`config.mk`:
```
export PLATFORM = sky130hd
export DESIGN_NAME = alu_muldiv_seq
export DESIGN_NICKNAME = d
export VERILOG_FILES = /design/src/rtl/alu_muldiv_seq.sv
export SDC_FILE = /design/constraint.sdc
export NUM_CORES = 1
export LEC_CHECK = 0
export ABC_CLOCK_PERIOD_IN_PS = 4300
export CAP_MARGIN = 20
export CORE_MARGIN = 2
export CORE_UTILIZATION = 56
export CTS_CLUSTER_DIAMETER = 30
export DETAILED_ROUTE_END_ITERATION = 10
export GPL_TIMING_DRIVEN = 0
export HOLD_SLACK_MARGIN = 0.12
export PLACE_DENSITY_LB_ADDON = 0.1
export SLEW_MARGIN = 40
export SYNTH_ARGS = -nofsm -noshare
export SYNTH_HDL_FRONTEND = slang
export SYNTH_SLANG_ARGS = --single-unit
export TNS_END_PERCENT = 20
```
`constraint.sdc`:
```
create_clock -name clk -period 4.3 [get_ports clk]
set_input_delay 0.86 -clock clk [delete_from_list [all_inputs] [get_ports clk]]
set_output_delay 0.86 -clock clk [all_outputs]
set_load 0.01 [all_outputs]
```
`src/rtl/alu_muldiv_seq.sv`:
```
// alu_muldiv_seq: multi-cycle multiply/divide unit with HI/LO registers.
// Handles mult/multu/div/divu (iterative, WIDTH+1 cycles) and
// mfhi/mflo/mthi/mtlo (single cycle) behind a start/busy/done handshake.
// Optional feature macro: ALU_DIV_EN compiles in the restoring divider;
// without it div/divu behave as unknown funct codes.
module alu_muldiv_seq #(
    parameter int WIDTH = 32
) (
    input  logic             clk,
    input  logic             rst,
    input  logic             start,
    input  logic [5:0]       ALU_control,
    input  logic [WIDTH-1:0] rs_content,
    input  logic [WIDTH-1:0] rt_content,
    output logic [WIDTH-1:0] ALU_result,
    output logic [WIDTH-1:0] hi,
    output logic [WIDTH-1:0] lo,
    output logic             busy,
    output logic             done,
    output logic             div_by_zero
);

    localparam logic [5:0] F_MULT  = 6'b011000;
    localparam logic [5:0] F_MULTU = 6'b011001;
    localparam logic [5:0] F_DIV   = 6'b011010;
    localparam logic [5:0] F_DIVU  = 6'b011011;
    localparam logic [5:0] F_MFHI  = 6'b010000;
    localparam logic [5:0] F_MTHI  = 6'b010001;
    localparam logic [5:0] F_MFLO  = 6'b010010;
    localparam logic [5:0] F_MTLO  = 6'b010011;

    localparam int              CNT_W    = $clog2(WIDTH);
    localparam logic [CNT_W-1:0] CNT_LAST = CNT_W'(WIDTH - 1);

    typedef enum logic [1:0] {
        S_IDLE,
        S_RUN,
        S_FIX
    } state_t;

    state_t state_q, state_d;
    logic [CNT_W-1:0] cnt_q;

    // Magnitude of an operand; unsigned ops pass through untouched.
    function automatic logic [WIDTH-1:0] mag(input logic signed [WIDTH-1:0] v,
                                             input logic sgn);
        logic signed [WIDTH-1:0] n;
        n   = -v;
        mag = (sgn && v[WIDTH-1]) ? n : v;
    endfunction

    // Conditional two's-complement negation of a single word.
    function automatic logic [WIDTH-1:0] neg_word(input logic [WIDTH-1:0] v,
                                                  input logic en);
        neg_word = en ? -v : v;
    endfunction

    // Conditional two's-complement negation of the double-width product.
    function automatic logic [2*WIDTH-1:0] neg_wide(input logic [2*WIDTH-1:0] v,
                                                    input logic en);
        neg_wide = en ? -v : v;
    endfunction

    logic is_mul, is_div, op_signed, accept, go_run;

    // Request decode; the divider codes only count as iterative when built in.
    always_comb begin
        is_mul = (ALU_control == F_MULT) || (ALU_control == F_MULTU);
        is_div = 1'b0;
`ifdef ALU_DIV_EN
        is_div = (ALU_control == F_DIV) || (ALU_control == F_DIVU);
`endif
        op_signed = ~ALU_control[0];
        accept    = start && (state_q == S_IDLE);
        go_run    = accept && (is_mul || is_div);
    end

    // Iteration state: running product, or {remainder, quotient} when dividing.
    logic [2*WIDTH-1:0] prod_q, step_nxt;
    logic [WIDTH-1:0]   opb_q;
    logic               neg_lo_q;
    logic [WIDTH:0]     mul_sum;
`ifdef ALU_DIV_EN
    logic               op_div_q, neg_hi_q;
    logic [WIDTH-1:0]   rs_q;
    logic [WIDTH:0]     div_trial;
`endif

    // One shift-add (or restoring-subtract) step per RUN cycle.
    always_comb begin
        mul_sum  = {1'b0, prod_q[2*WIDTH-1:WIDTH]} + {1'b0, (prod_q[0] ? opb_q : '0)};
        step_nxt = {mul_sum, prod_q[WIDTH-1:1]};
`ifdef ALU_DIV_EN
        div_trial = prod_q[2*WIDTH-1:WIDTH-1] - {1'b0, opb_q};
        if (op_div_q) begin
            if (div_trial[WIDTH])
                step_nxt = {prod_q[2*WIDTH-2:0], 1'b0};
            else
                step_nxt = {div_trial[WIDTH-1:0], prod_q[WIDTH-2:0], 1'b1};
        end
`endif
    end

    // Operand capture at acceptance, then iterate; data path carries no reset.
    always_ff @(posedge clk) begin
        if (go_run) begin
            neg_lo_q <= op_signed && (rs_content[WIDTH-1] ^ rt_content[WIDTH-1]);
            prod_q   <= {{WIDTH{1'b0}}, (is_div ? mag(rs_content, op_signed)
                                                : mag(rt_content, op_signed))};
            opb_q    <= is_div ? mag(rt_content, op_signed) : mag(rs_content, op_signed);
`ifdef ALU_DIV_EN
            op_div_q <= is_div;
            neg_hi_q <= op_signed && rs_content[WIDTH-1];
            rs_q     <= rs_content;
`endif
        end else if (state_q == S_RUN) begin
            prod_q <= step_nxt;
        end
    end

    logic [2*WIDTH-1:0] wide_res;
    logic [WIDTH-1:0]   fix_hi, fix_lo;
    logic               fix_dbz;

    // Sign correction and divide special cases for the final HI/LO write.
    always_comb begin
        wide_res = neg_wide(prod_q, neg_lo_q);
        fix_hi   = wide_res[2*WIDTH-1:WIDTH];
        fix_lo   = wide_res[WIDTH-1:0];
        fix_dbz  = 1'b0;
`ifdef ALU_DIV_EN
        if (op_div_q) begin
            if (opb_q == '0) begin
                fix_lo  = '1;
                fix_hi  = rs_q;
                fix_dbz = 1'b1;
            end else begin
                fix_lo = neg_word(prod_q[WIDTH-1:0], neg_lo_q);
                fix_hi = neg_word(prod_q[2*WIDTH-1:WIDTH], neg_hi_q);
            end
        end
`endif
    end

    // Next-state logic: IDLE -> RUN for WIDTH cycles -> FIX -> IDLE.
    always_comb begin
        state_d = state_q;
        case (state_q)
            S_IDLE:  if (go_run) state_d = S_RUN;
            S_RUN:   if (cnt_q == CNT_LAST) state_d = S_FIX;
            S_FIX:   state_d = S_IDLE;
            default: state_d = S_IDLE;
        endcase
    end

    // State register and iteration counter.
    always_ff @(posedge clk or posedge rst) begin
        if (rst) begin
            state_q <= S_IDLE;
            cnt_q   <= '0;
        end else begin
            state_q <= state_d;
            if (state_q == S_RUN && cnt_q != CNT_LAST)
                cnt_q <= cnt_q + 1'b1;
            else
                cnt_q <= '0;
        end
    end

    assign busy = (state_q != S_IDLE);

    // Architectural registers: single-cycle ops at acceptance, iterative ops in FIX.
    always_ff @(posedge clk or posedge rst) begin
        if (rst) begin
            ALU_result  <= '0;
            hi          <= '0;
            lo          <= '0;
            done        <= 1'b0;
            div_by_zero <= 1'b0;
        end else begin
            done <= 1'b0;
            if (accept && !go_run) begin
                done        <= 1'b1;
                div_by_zero <= 1'b0;
                case (ALU_control)
                    F_MFHI:  ALU_result <= hi;
                    F_MFLO:  ALU_result <= lo;
                    F_MTHI:  hi <= rs_content;
                    F_MTLO:  lo <= rs_content;
                    default: ;
                endcase
            end else if (state_q == S_FIX) begin
                hi          <= fix_hi;
                lo          <= fix_lo;
                div_by_zero <= fix_dbz;
                done        <= 1'b1;
            end
        end
    end

endmodule

```
==> run summary <==
Register area share after synthesis = 40.4%
Placed wire-length estimate = 34200 microns
Initial antenna violation count = 1
Layout Cell Area excl Fill = 16500 sq um
Die area = 24200 sq um
Max layer used = met4
Share of layout cells above drive strength 1 = 6.79%
RSZ-0062 raised after global routing = false
DR WL/cell = 22.7 microns
Fin. max-slew vios = 0
WS Path Type = reg -> reg
GP Congestion = 0.975
Die height = 156 microns
Core Area = 22600 sq um
VDD IR max = 0.338 mV
CP max FO = 10
Crit path depth = 10
Avg Vias per Cell = 6.44
EDFF count, synth = 65
Synth Net Count = 1570
Startpoint types = register
IO Pins = 172
CP Buf/Inv Count = 1
First-pass GRT wire length = 69200 microns
# H-tree levels = 2
Tmin final = 3770 ps
Min-Delay Path Class = reg -> reg
Mapped Area = 12900 sq um
Clock slew at reported path FFs = 50 ps
Deepest clock path buffer count = 3
Crit-path slowest cell = edfxtp_1
Final setup TNS = 0 ps
Max-cap check violation count = 0
Antenna Nets Post-Route = 0
CTS resizes = 0
Clk_skew = 25.7 ps
Peak Freq = 265 MHz
Top cell family by delay on the critical path = compound AO/OA/AOI/OAI gates
Synth Register Bits = 201
Cts hold-fix bufs = 0
Fin Hold WS = 467 ps
Post-synth top flop = dfrtp_1
Routed met2 length = 20600 microns
Post-CTS setup buffers = 0
Syn avg cell area = 8.81 sq um
GRT Overall Usage = 37.2%
P per Cell Area = 604 nW/um^2
Outcome = finished, final reports clean
Critical R2R Capture = prod_q[62]
Fin. Hold Viols = 0
Hold endpoint = cnt_q[0]
Area grow syn2layout = 28.4%
Worst Path Required = 4740 ps
Ys Warns = 0
Largest net degree at the start of global routing = 68
Insertion delay to the later sink of the worst-skew pair = 520 ps
Initial Utilization = 57.0%
FF-to-FF setup slack = 530 ps
Worst r2r src = prod_q[0]
Asr flop ratio synth = 51.7%
Worst-margin pin slew = 868 ps
Post-Synthesis Cells = 1459
Initial DRC count = 1350
Leak = 6.85 nW
Nets = 1787
CP peak stage delay = 620 ps
Residual DRC = 0
Wl on met1 = 17900 microns
Die X = 156 microns
Period utilization = 87.6%
Placed Area = 15000 sq um
Cts bufs inserted = 43
Clock sink count = 201
Routed WL = 45300 microns
Crit path DAT = 4210 ps
Worst-path cell chain = clkbuf_1, and2_1, ha_1, nand2_1, nor3b_1, o211ai_1, a211oi_1, o21ai_0, a2111oi_0, nand3b_1
Hold_sp = cnt_q[0]
CTS root buf = clkbuf_16
Via count = 12800
GRT overflow = 0
Met3 WL post-DR = 4560 microns
Number of iterations in the first detailed-routing pass = 7
Port Buffer Count = 170
Crit end category = register
Max_slew headroom = 42.0%
Vias in the first global route = 12300
WHS Path Cells = 1
CTS tree = done
Count of final setup violators = 0
Row count = 55
Post-synth cell types = 76
R2R cell count = 10
-- worst reg2reg max path: cells and delay by family, from the launching register on --
kind            cells  cell delay (ps)
compound gates      4             1570
fa+ha+maj           1              340
buf+inv             1              290
flops               1              620
simple gates        4              850
-- metal layers --
metal / vias to the layer above / GRT usage, %
li1: 5755 / -
met1: 6147 / 48.1
met2: 773 / 60.0
met3: 162 / 8.36
met4: 0 / 16.6
met5: - / 0
-- through the flow --
step	power, mW	setup slack [ps]	std cells	util [%]
after floorplan	4.87	708	1459	-
after global placement	6.38	-950	1914	66.1
after detailed placement	6.45	287	1916	66.4
after CTS	9.91	635	1993	73.1
after global routing	10.4	346	1993	73.1
final	9.97	532	1994	73.1
-- registers in the layout, indices dropped and copies added, names as in the netlist --
register    cells
done            1
lo             32
opb_q          32
cnt_q           5
ALU_result     32
neg_lo_q        1
prod_q         64
hi             32
state_q         2
-- cell usage in the layout (no fill, tap or decap), types with 7 or more instances in the layout --
master           Yosys  layout
nand2b_1            13      13
a221oi_1            13      13
dfrtp_1            104     104
o21ai_0            111     111
ha_1                37      37
o31ai_1             48      48
nand3_1             29      29
nor3_1              31      31
a21oi_1            112     112
o211ai_1            10      10
clkbuf_1            63      70
a211oi_1            11      11
o21a_1               7       7
or4_1               15      15
nand2_1            167     167
and2_1              33      33
xor2_1              68      68
a31oi_1              9       9
clkbuf_16            0      47
a21o_1              21      21
clkdlybuf4s50_1      0     170
xnor2_1             68      68
o41ai_1             14      14
edfxtp_1            65      65
nor4_1              13      13
and3_1              17      17
or3_1               14      14
nor2_1             159     159
o22ai_1              7       7
nand4_1             12      12
nand3b_1             7       7
inv_1               20      18
mux2i_1             35      35
dfxtp_1             32      32
clkbuf_8             3       9
-- cells in the mapped netlist, types with 14 or more instances --
cell / n / share of area, %
o31ai_1: 48 / 2.8
or3_1: 14 / 0.68
o21ai_0: 111 / 4.3
and3_1: 17 / 0.83
edfxtp_1: 65 / 15
dfxtp_1: 32 / 5.0
mux2i_1: 35 / 2.7
ha_1: 37 / 3.6
nand2_1: 167 / 4.9
and2_1: 33 / 1.6
nand3_1: 29 / 1.1
or4_1: 15 / 0.88
xor2_1: 68 / 4.6
o41ai_1: 14 / 0.95
a21o_1: 21 / 1.2
dfrtp_1: 104 / 20
nor2_1: 159 / 4.6
a21oi_1: 112 / 4.4
nor3_1: 31 / 1.2
clkbuf_1: 63 / 1.8
inv_1: 20 / 0.58
xnor2_1: 68 / 4.6
-- cell type report --
| cell class | instances | area [sq um] |
|---|---|---|
| Antenna cell | 1 | 2.50 |
| Buffer | 78 | 352 |
| Clock buffer | 61 | 1290 |
| Clock inverter | 16 | 231 |
| Fill cell | 1759 | 6060 |
| Inverter | 20 | 82.6 |
| Multi-Input combinational cell | 1160 | 7240 |
| Sequential cell | 201 | 5190 |
| Tap cell | 285 | 357 |
| Timing Repair Buffer | 172 | 1760 |
-- how the worst max path moves through the flow --
stage	start	end	slack, ps
global placement	rst	cnt_q[3]	-950
CTS	prod_q[0]	prod_q[62]	630
finish	prod_q[0]	prod_q[62]	530
floorplan	rst	ALU_result[0]	710
detailed placement	ALU_control[2]	lo[31]	290
global route	prod_q[0]	lo[30]	350
-- report_power, final --
part           switching, mW  internal (mW)  leakage (nW)  total [mW]
combinational           1.76           1.53          3.98        3.29
clock                   1.06           2.38         0.733        3.44
sequential             0.724           2.52          2.14        3.24
-- cells by family (layout without fill, tap and decap cells) --
logic type                 Yosys count  in the layout  share of synthesized area, %
AOI/OAI and AO/OA                  399            399                          19.6
xor gates and xnor gates           136            136                          9.26
adders and majority gates           38             38                          3.76
buffers and inverters               98            347                          3.30
DFF                                201            201                          40.4
muxes                               36             36                          2.81
other                                1              2                        0.0292
and+or+nand+nor                    550            550                          20.9
Note: power is estimated with default switching activity, not from simulation.
